--- config.mk ---
export PLATFORM = sky130hd
export DESIGN_NAME = muldiv_unit
export DESIGN_NICKNAME = d
export VERILOG_FILES = /design/src/rtl/muldiv_pkg.sv /design/src/rtl/muldiv_unit.sv
export SDC_FILE = /design/constraint.sdc
export NUM_CORES = 1
export LEC_CHECK = 0
export ABC_CLOCK_PERIOD_IN_PS = 3400
export BUFFER_PORTS_ARGS = -buffer_cell sky130_fd_sc_hd__buf_2
export CAP_MARGIN = 20
export CORE_ASPECT_RATIO = 1.2
export CORE_UTILIZATION = 40
export CTS_BUF_LIST = sky130_fd_sc_hd__clkbuf_8 sky130_fd_sc_hd__clkbuf_16
export DETAILED_ROUTE_END_ITERATION = 8
export GPL_TIMING_DRIVEN = 0
export HOLD_SLACK_MARGIN = 0.1
export PLACE_DENSITY = 0.59
export SETUP_SLACK_MARGIN = 0.2
export SLEW_MARGIN = 20
export SYNTH_ARGS = -nofsm -noshare
export SYNTH_HDL_FRONTEND = slang
export SYNTH_SLANG_ARGS = --single-unit
--- constraint.sdc ---
create_clock -name clk -period 3.4 [get_ports clk]
set_input_delay 0.51 -clock clk [delete_from_list [all_inputs] [get_ports clk]]
set_output_delay 0.51 -clock clk [all_outputs]
set_load 0.02 [all_outputs]
--- src/rtl/muldiv_pkg.sv ---
// Shared types and constants for the iterative multiply/divide unit.
package muldiv_pkg;

  localparam int MULDIV_W     = 32;
  localparam int MULDIV_ITERS = 32;

  typedef enum logic [1:0] {
    OP_MULT  = 2'b00,
    OP_MULTU = 2'b01,
    OP_DIV   = 2'b10,
    OP_DIVU  = 2'b11
  } muldiv_op_t;

  typedef enum logic [1:0] {
    IDLE = 2'b00,
    MUL  = 2'b01,
    DIV  = 2'b10,
    FIX  = 2'b11
  } muldiv_state_t;

  // Unsigned magnitude of an operand; raw bits for unsigned ops.
  // 0x80000000 maps to itself, which is the correct unsigned magnitude.
  function automatic logic [MULDIV_W-1:0] magnitude(input logic [MULDIV_W-1:0] v,
                                                    input logic is_signed);
    return (is_signed && v[MULDIV_W-1]) ? (~v + 1'b1) : v;
  endfunction

endpackage

--- src/rtl/muldiv_unit.sv ---
// Iterative MIPS multiply/divide unit holding the HI/LO registers.
// MULT/MULTU use radix-2 shift-add, DIV/DIVU use restoring division,
// both one bit per cycle over a shared 64-bit accumulator.
// Build option: define MULDIV_DIV_EN to include the divider; without it a
// DIV/DIVU start goes straight to FIX, pulses done and leaves HI/LO alone.
// Handshake: start is sampled only in IDLE; busy is high while the unit
// cannot accept MTHI/MTLO; done pulses for one cycle when HI/LO take a result
// (busy is already low in that cycle, so a new start may be issued then).
import muldiv_pkg::*;

module muldiv_unit #(
  parameter int WIDTH = MULDIV_W  // must equal MULDIV_W / MULDIV_ITERS
) (
  input  logic                clk,
  input  logic                rst_n,
  input  logic                start,
  input  logic [1:0]          op,
  input  logic [WIDTH-1:0]    a,
  input  logic [WIDTH-1:0]    b,
  input  logic                we_hi,
  input  logic                we_lo,
  input  logic [WIDTH-1:0]    wd,
  output logic                busy,
  output logic                done,
  output logic [WIDTH-1:0]    hi,
  output logic [WIDTH-1:0]    lo,
  output muldiv_state_t       dbg_state
);

  localparam int CW = $clog2(MULDIV_ITERS) + 1;
  localparam logic [CW-1:0] LAST = CW'(MULDIV_ITERS);

  muldiv_state_t      state, state_nx;
  logic [2*WIDTH-1:0] acc;       // {upper, lower}: product or {remainder, quotient}
  logic [WIDTH-1:0]   bop;       // multiplicand or divisor magnitude
  logic [CW-1:0]      cnt;
  logic               is_div;
  logic               neg_res;   // product / quotient sign
  logic               signed_op;
  logic [WIDTH:0]     mul_sum;
  logic [2*WIDTH-1:0] prod_fix;
`ifdef MULDIV_DIV_EN
  logic               neg_rem;   // remainder follows the dividend
  logic               div_zero;
  logic [WIDTH:0]     div_r;
  logic               div_ge;
  logic [WIDTH-1:0]   div_sub;
  logic [WIDTH-1:0]   quo_fix;
  logic [WIDTH-1:0]   rem_fix;
`endif

  assign signed_op = ~op[0];
  assign dbg_state = state;

  // State register.
  always_ff @(posedge clk or negedge rst_n) begin
    if (!rst_n) state <= IDLE;
    else        state <= state_nx;
  end

  // Next-state logic: 32 working cycles plus one terminal cycle in MUL/DIV.
  always_comb begin
    state_nx = state;
    case (state)
      IDLE: begin
        if (start) begin
`ifdef MULDIV_DIV_EN
          state_nx = op[1] ? DIV : MUL;
`else
          state_nx = op[1] ? FIX : MUL;
`endif
        end
      end
      MUL, DIV: if (cnt == LAST) state_nx = FIX;
      FIX:      state_nx = IDLE;
      default:  state_nx = IDLE;
    endcase
  end

  // Per-step arithmetic and sign correction of the final accumulator.
  always_comb begin
    mul_sum  = {1'b0, acc[2*WIDTH-1:WIDTH]} + {1'b0, (acc[0] ? bop : {WIDTH{1'b0}})};
    prod_fix = neg_res ? (~acc + 1'b1) : acc;
`ifdef MULDIV_DIV_EN
    div_r   = {acc[2*WIDTH-1:WIDTH], acc[WIDTH-1]};
    div_ge  = (div_r >= {1'b0, bop});
    div_sub = div_r[WIDTH-1:0] - bop;
    // A zero divisor leaves |a| in the remainder, so the corrected HI is a.
    quo_fix = div_zero ? {WIDTH{1'b1}}
                       : (neg_res ? (~acc[WIDTH-1:0] + 1'b1) : acc[WIDTH-1:0]);
    rem_fix = neg_rem ? (~acc[2*WIDTH-1:WIDTH] + 1'b1) : acc[2*WIDTH-1:WIDTH];
`endif
  end

  // Operand latch at start and one iteration per MUL/DIV cycle.
  always_ff @(posedge clk or negedge rst_n) begin
    if (!rst_n) begin
      acc     <= '0;
      bop     <= '0;
      cnt     <= '0;
      is_div  <= 1'b0;
      neg_res <= 1'b0;
`ifdef MULDIV_DIV_EN
      neg_rem  <= 1'b0;
      div_zero <= 1'b0;
`endif
    end else begin
      case (state)
        IDLE: begin
          if (start) begin
            cnt     <= '0;
            is_div  <= op[1];
            neg_res <= signed_op & (a[WIDTH-1] ^ b[WIDTH-1]);
`ifdef MULDIV_DIV_EN
            neg_rem  <= signed_op & a[WIDTH-1];
            div_zero <= (b == '0);
`endif
            if (op[1]) begin
              acc <= {{WIDTH{1'b0}}, magnitude(a, signed_op)};
              bop <= magnitude(b, signed_op);
            end else begin
              acc <= {{WIDTH{1'b0}}, magnitude(b, signed_op)};
              bop <= magnitude(a, signed_op);
            end
          end
        end
        MUL: begin
          if (cnt != LAST) begin
            acc <= {mul_sum, acc[WIDTH-1:1]};
            cnt <= cnt + 1'b1;
          end
        end
`ifdef MULDIV_DIV_EN
        DIV: begin
          if (cnt != LAST) begin
            if (div_ge) acc <= {div_sub,            acc[WIDTH-2:0], 1'b1};
            else        acc <= {div_r[WIDTH-1:0],   acc[WIDTH-2:0], 1'b0};
            cnt <= cnt + 1'b1;
          end
        end
`endif
        default: ;
      endcase
    end
  end

  // HI/LO, busy and done: MTHI/MTLO while not busy, results on FIX.
  always_ff @(posedge clk or negedge rst_n) begin
    if (!rst_n) begin
      hi   <= '0;
      lo   <= '0;
      busy <= 1'b0;
      done <= 1'b0;
    end else begin
      done <= (state == FIX);
      busy <= (state == MUL) || (state == DIV);
      if (!busy) begin
        if (we_hi) hi <= wd;
        if (we_lo) lo <= wd;
      end
      if (state == FIX) begin
`ifdef MULDIV_DIV_EN
        if (is_div) begin
          hi <= rem_fix;
          lo <= quo_fix;
        end else begin
          hi <= prod_fix[2*WIDTH-1:WIDTH];
          lo <= prod_fix[WIDTH-1:0];
        end
`else
        if (!is_div) begin
          hi <= prod_fix[2*WIDTH-1:WIDTH];
          lo <= prod_fix[WIDTH-1:0];
        end
`endif
      end
    end
  end

endmodule

# [Word-level counts from Yosys, hierarchy flattened]
# Cells that the tools add are included.
# W data, S select, Z words.
[op_classes] n_addsub=5 n_reduce_logical=9 bitwise=6 mux=24 n_eq_ne=8
[ops] op="$mux W32" count=13
[ops] op="$mux W64" count=3
[ops] op="$pmux W64 S2" count=1
[ops] op="$add A32 B1 Y32 const B" count=2
[ops] op="$add A64 B1 Y64 const B" count=1
[ops] op="$not A32 Y32" count=2
[ops] op="$not A64 Y64" count=1
[ops] op="$add A32 B32 Y33" count=1
[ops] op="$mux W6" count=2
[ops] op="$pmux W6 S2" count=1
[ops] op="$add A6 B1 Y6 const B" count=1
[ops] op="$eq A6 B6 Y1 const B" count=1
[ops] op="$mux W2" count=3
[ops] op="$ne A2 B2 Y1 const B" count=3
[ops] op="$ne A6 B6 Y1 const B" count=1
[ops] op="$pmux W2 S3" count=1
[ops] op="$eq A2 B2 Y1 const B" count=2
[ops] op="$reduce_and A2 Y1" count=2
[ops] op="$reduce_and A3 Y1" count=1
[ops] op="$eq A2 B1 Y1 const B" count=1
[ops] op="$logic_and A1 B1 Y1" count=2
[ops] op="$logic_not A2 Y1" count=1
[ops] op="$reduce_bool A2 Y1" count=1
[ops] op="$reduce_or A2 Y1" count=1
[ops] op="4 further kinds" count=4
[totals] inputBits=103 ff_bits=172 word_cells=62

# [Longest topological paths before layout]
# Gate-level depths: netlist of run 1.
[depth] ltp_word=6 ltp_mapped=14 mapped_depth_nobuf=12

# [Least setup slack after synthesis of run 1]
# No wires, ideal clock.
[synth_path] kind="flip-flop to flip-flop" from="register acc[0]" to="register acc[54]" path_stages_with_launch=14 t_arrival_ns=2.891 path_buffers=2 setup_time_ns=0.122 path_slack_ns=0.387 period_less_slack_ns=3.013 cell_sequence="dfrtp_1 clkbuf_1 clkbuf_1 nand2_1 inv_1 ha_1 a21oi_1 nor2_1 o41ai_1 a21oi_1 o21bai_1 a211oi_1 or3_1 a32o_1"
[synth_via] elab_chain_cells=4
[synth_rtl] item="start: declaration" line_no="muldiv_unit.sv:34" source="logic [2*WIDTH-1:0] acc;"
[synth_rtl] item="start signal: assignment" line_no="muldiv_unit.sv:119" source="acc <= {{WIDTH{1'b0}}, magnitude(a, signed_op)};"
[synth_rtl] item="start signal: assignment" line_no="muldiv_unit.sv:122" source="acc <= {{WIDTH{1'b0}}, magnitude(b, signed_op)};"
[synth_rtl] item="start signal: assignment" line_no="muldiv_unit.sv:129" source="acc <= {mul_sum, acc[WIDTH-1:1]};"
[synth_rtl] item="$mux W32" line_no="muldiv_unit.sv:82" source="mul_sum = {1'b0, acc[2*WIDTH-1:WIDTH]} + {1'b0, (acc[0] ? bop : {WIDTH{1'b0}})};"
[synth_rtl] item="$add A32 B32 Y33" line_no="muldiv_unit.sv:82"
[synth_rtl] item="$mux W64" line_no="muldiv_unit.sv:128" source="if (cnt != LAST) begin"
[synth_rtl] item="$pmux W64 S2" line_no="muldiv_unit.sv:108" source="case (state)"
# No other way between the ends. The select of a mux whose other input is x is not followed.
# A chain may end at the register's enable or synchronous reset.

# [Worst setup path after layout of run 1]
[layout_path] from="register acc[24]" to="register hi[26]"
[layout_via] elab_chain_cells=5
[layout_rtl] item="$not A64 Y64" line_no="muldiv_unit.sv:83" source="prod_fix = neg_res ? (~acc + 1'b1) : acc;"
[layout_rtl] item="$add A64 B1 Y64" line_no="muldiv_unit.sv:83"
[layout_rtl] item="$mux W64" line_no="muldiv_unit.sv:83"
[layout_rtl] item="$mux W32" line_no="muldiv_unit.sv:171" source="if (!is_div) begin"
[layout_rtl] item="$mux W32" line_no="muldiv_unit.sv:161" source="if (state == FIX) begin"
[layout_rtl] item="end signal: assignment" line_no="muldiv_unit.sv:158" source="if (we_hi) hi <= wd;"
[layout_rtl] item="end signal: assignment" line_no="muldiv_unit.sv:172" source="hi <= prod_fix[2*WIDTH-1:WIDTH];"
[layout_rtl] item="end: declaration" line_no="muldiv_unit.sv:25" source="output logic [WIDTH-1:0] hi,"
# No other way between the ends.

==> out/metrics.cfg, run 1 <==
[status]
outcome=finished clean

[clocking]
cts_buffers=17
cts_max_level=4
tritoncts=built
root_buffer=clkbuf_16
cts.sinks=172
path_clk_slew_ns=0.07
clk_latency_ns=0.45
clk_path_buf_depth=2

[timing]
fin_worst_skew_ns=0.01142
setup_violations=0
whs_ns=0.3421
max_freq_mhz=317.0
hold_viol=0
slew_viol_final=0
relSlewSlack=0.4167
finalCritPeriodShare=0.9279
tightest_slew_ns=0.8749
fin_crit_ns=3.155
rsz0062_at_grt=true
tns_ns=0

[critical_path]
worstPathMaxFanout=4
worstSetupPathType=flip-flop to flip-flop
cp.arrival_ns=3.47
end_kind=flip-flop
worstPathRequired_ns=3.71
critPathLaunchType=flip-flop

[synthesis]
yosysTopAreaCell=dfrtp_1
ys_seq_area_frac=0.3442
synth_fp_nets=1650
synth_top_area_frac=0.3442
synth_top_cells_by_count=206 x nand2_1, 172 x dfrtp_1, 146 x o21ai_0
synthesis.area_sq_um=12510
synth_ff_type=dfrtp_1
yosysMostFrequentCell=nand2_1
synth_cell_type_count=63
postSynthAreaPerCell_sq_um=8.315
synth_edf_count=0
yosysWarnings=0
ys_seq_elements=172
ys_top_cells_by_area=dfrtp_1 34%, nand2_1 6.2%, o21ai_0 5.8%
syn_inst=1504
async_flop_share=1.000

[drt]
drt_iter0_drc=893
vias_per_cell=5.615
drc_errors=0
finalWirelength_mm=42.17
dr.pass1.iters=5
num_vias=11880
ant_nets=0
wl_per_cell_um=19.94

[global_route]
grt_max_degree=99
grt_pass1_vias=11630
grt_overflow=0
grt_use_total=0.2674
grt_pass1_wl_mm=64.85
antenna_found_initial=0

[floorplanning]
io_pins=171
die_w_um=163.4
die_h_um=195.7
coreArea_sq_um=30650
die_area_sq_um=31980
rows=70
start_util=0.4080

[hold_path]
worst_hold_path_type=input port to flip-flop

[placement]
routabilityCongestion=0.9360
dp_hpwl_mm=33.96
port_buffers=168

[layout]
final.fill_count=3021
areaGrowthSynthToFinish_pct=18.30
seq_area_sq_um=4309
diodes=0
fin_nets=1852
drive_above_1_share=0.1693
multi_input_comb_area_sq_um=7928

[power_and_ir_drop]
powerDensity_nw_per_um2=820.8
vdd_drop_max_uv=433.1
leakagePower_nw=6.692

[job]
cap_violations=0

==> final cells by class <==
cell class / count / share of cell area
clock inverters: 14 / 0.008119
multi-input cells: 1212 / 0.5359
clock buffers: 18 / 0.02969
repair buffers: 183 / 0.06664
well taps: 396 / 0.03349
inverters: 25 / 0.006343
plain buffers: 95 / 0.02859
flip-flops and latches: 172 / 0.2913
==> registers in the layout, indices dropped and copies added (netlist names) <==
name and count:
lo 32, dbg_state 2, neg_res 1, hi 32, busy 1, cnt 6
bop 32, is_div 1, acc 64, done 1
==> where the power goes <==
part / total (W) / internal, W / switching (W)
sequential: 0.00372 / 0.00287 / 0.000850
clock: 0.00192 / 0.00103 / 0.000892
combinational: 0.00651 / 0.00230 / 0.00420
==> cells in the final DEF, fill, tap and decap left out, types with 20 or more instances in the layout <==
cell        n
nand2_1   205
buf_2     171
dfrtp_1   168
o21ai_0   145
a21oi_1   106
xnor2_1    81
nor2_1     79
xor2_1     67
clkbuf_1   57
mux2i_1    55
ha_1       41
and2_1     34
o31ai_1    32
nand3_1    31
nor2b_1    30
inv_1      26
nor3_1     23
or3_1      22
o221ai_1   22
a211oi_1   20
==> metal layers <==
metal | vias up | part of all wire | track usage | wire length (um)
met4 | 0 | 0.027 | 0.09727 | 1138
met2 | 437 | 0.48 | 0.4550 | 20340
li1 | 5798 | - | - | -
met1 | 5581 | 0.44 | 0.3467 | 18630
met3 | 60 | 0.049 | 0.02981 | 2050
met5 | - | 0 | 0 | 0
==> stage by stage <==
step	setup WS, ns	instances	total power, W	util	instance area [sq um]
3_3_place_gp	-0.9782	2068	0.009872	0.4516	13840
4_1_cts	0.2077	2111	0.01201	0.4780	14650
2_1_floorplan	0.3875	1504	0.007677	-	12510
3_5_place_dp	-1.012	2069	0.009953	0.4528	13880
6_report	0.2450	2115	0.01214	0.4826	14790
5_1_grt	0.09979	2115	0.01295	0.4826	14790
==> path summary, 6_finish.rpt <==
kind | start | slack, ns | cells past startpoint | end
setup / recovery | acc[24] | 0.25 | 8 | hi[26]
hold / removal | op[0] | 0.34 | 2 | neg_res
setup reg to reg | acc[24] | 0.25 | 8 | hi[26]
hold reg to reg | bop[17] | 0.50 | 2 | bop[17]
max in group asynchronous | rst_n | 1.85 | 3 | done
min in group asynchronous | rst_n | 0.61 | 2 | cnt[2]
==> critical path, cell delays in order, from the launching register on <==
cell	delay [ns]
dfrtp_2	0.45
or4_4	0.57
or4b_4	0.52
nor2_2	0.18
nand4_1	0.21
or4b_4	0.60
o21ai_1	0.18
xor2_1	0.21
a21oi_1	0.09
==> repair_timing <==
item / CTS / global route
endpoints found under the hold margin: 74 / 0
pin swaps: 6 / 8
resized for setup: 36 / 47
setup endpoints to repair: 68 / 64
hold buffers: 1 / 0
setup buffers: 9 / 4
==> cell families (layout without fill, tap and decap cells) <==
group / after synthesis / in the layout / synth area share
xor+xnor: 149 / 149 / 0.1044
simple gates: 529 / 529 / 0.2076
buf+inv: 120 / 335 / 0.03672
compound gates: 431 / 431 / 0.2150
flops: 172 / 172 / 0.3442
mux: 60 / 60 / 0.04852
fa+ha+maj: 43 / 43 / 0.04362
Power figures use the tool's default switching activity.
==> inputs of run 2 (changes only) <==
CORE_UTILIZATION = 59   (was 40)
PLACE_DENSITY = 0.82   (was 0.59)
==> run 2 against run 1 <==
Effect of this change: the flow now finishes with violations (design-rule violations); flip-flop and latch count is the same; highest routed layer unchanged; clock power rose by 11%; maximum frequency fell by 0.64%.
==> out/metrics.cfg, run 2 (same netlist as run 1, synthesis figures left out) <==
[power_and_ir_drop]
switching_share=0.4803
p_sw_w=0.005921
p_comb_frac=0.527
vdd_drop_max_uv=563.2
p_int_w=0.006407
seq_power_share=0.300
leakagePower_nw=6.689
powerDensity_nw_per_um2=841.1
total_power_w=0.01233
pwr-share-clk=0.173

[placement]
dp_hpwl_mm=31.62
routabilityCongestion=0.9788
place_area_sq_um=13720
port_buffers=168

[clocking]
cts_buffers=17
clk_path_buf_depth=2
tritoncts=built
cts_hold_buf=0
clk_latency_ns=0.44
path_clk_slew_ns=0.07
cts_max_level=4
cts.sinks=172
root_buffer=clkbuf_16

[floorplanning]
die_w_um=134.9
rows=58
io_pins=171
start_util=0.5984
die_area_sq_um=21790
die_h_um=161.5
coreArea_sq_um=20900

[critical_path]
critPathTopFamily=compound AO/OA/AOI/OAI gates
critPathLaunchType=flip-flop
cp.arrival_ns=3.49
crit_chain=clkbuf_8 > clkbuf_16 > and2_1 > ha_2 > inv_1 > fa_2 > nor2b_2 > o211ai_1 > a21oi_2 > o2111ai_2 > a211oi_2 > o21ai_2 > a21boi_0 > o31ai_2
cpPeakStageDelay_ns=0.36
worstPathMaxFanout=10
cp_num_buf_inv=3
worstSetupPathType=flip-flop to flip-flop
worstPathRequired_ns=3.72
cp_slowest_cell=fa_2
end_kind=flip-flop

[drt]
ant_nets=0
num_vias=12310
drc_errors=2
vias_per_cell=6.212
dr.pass1.iters=7
wl_per_cell_um=20.21
finalWirelength_mm=40.06
drt_iter0_drc=914

[timing]
tightest_slew_ns=0.8677
finalCritPeriodShare=0.9340
rsz0062_at_grt=true
fin_crit_ns=3.175
hold_viol=0
slew_viol_final=0
relSlewSlack=0.4215
fin_worst_skew_ns=0.009657
setup_violations=0
whs_ns=0.07867
max_freq_mhz=314.9

[layout]
largest_reg_flops=64
top_register=acc
final.fill_count=1669
areaGrowthSynthToFinish_pct=17.21
final_cell_mix=205 x nand2_1, 170 x dfrtp_1, 169 x buf_2
mostFrequentLayoutCell=nand2_1
diodes=0
fin_nets=1846
stdcell_area_sq_um=14660
drive_above_1_share=0.1647
fin_util=0.7013

[hold_path]
worst_hold_path_type=input port to async pin

[job]
cap_violations=0

[status]
violations=design-rule violations
outcome=finished, violations left

[global_route]
grt_overflow=0
grt_use_total=0.3761
grt_pass1_vias=12010
antenna_found_initial=0
grt_pass1_wl_mm=63.02
grt_max_degree=95

## run 2: cell count changes in the layout (fill, tap and decap cells not counted), sizes merged
| cell | previous run | this run |
|---|---|---|
| buf | 204 | 198 |
| inv | 29 | 31 |
| bufinv | 1 | 4 |
| clkinvlp | 4 | 2 |
| dlygate4sd3 | 1 | 0 |
| clkinv | 5 | 2 |
## run 2: stage by stage
stage                     cells  TNS, ns  worst slack, ns
after floorplan            1504        0           0.3875
after global placement     1942  -134.56          -0.8693
after detailed placement   1943   -13.70          -0.9755
after CTS                  1978        0           0.1920
after global routing       1982        0           0.1687
final                      1982        0           0.2246
## run 2: timing repair
item	in CTS	in global routing
resized for setup	36	42
cloned	0	0
buffers inserted	4	4
setup endpoints to repair	61	35
pin swaps	6	11
## run 2: worst paths after layout
kind                       endpoint  startpoint  cells after the start  slack [ns]
min in group clk             hi[30]      wd[30]                      3        0.36
max reg2reg                 acc[59]      acc[0]                     14        0.22
max in group asynchronous   acc[22]       rst_n                      2        2.45
min reg2reg                 bop[10]     bop[10]                      2        0.48
max                         acc[59]      acc[0]                     14        0.22
min                           hi[5]       rst_n                      1        0.08
## run 2: cell type report
cell class / count / area, sq um / share of cell area
clock inverters: 14 / 205.2 / 0.01400
well taps: 270 / 337.8 / 0.02305
repair buffers: 177 / 938.4 / 0.06402
inverters: 25 / 93.84 / 0.006402
plain buffers: 95 / 422.9 / 0.02885
flip-flops and latches: 172 / 4307 / 0.2938
multi-input cells: 1212 / 7928 / 0.5408
clock buffers: 17 / 425.4 / 0.02902
## run 2: metal layers
layer,wire length (um),vias to the layer above,track usage
li1,-,5790,-
met1,16060,5806,0.4651
met2,19770,598,0.6502
met3,2500,118,0.04551
met4,1726,0,0.1762
met5,0,-,0
## run 2: power groups by stage
stage | logic [W] | clock network, W | registers [W]
finish | 0.00650 | 0.00213 | 0.00370
global route | 0.00708 | 0.00221 | 0.00376
CTS | 0.00629 | 0.00212 | 0.00365
detailed placement | 0.00614 | 0 | 0.00369
global placement | 0.00603 | 0 | 0.00364
floorplan | 0.00382 | 0 | 0.00386
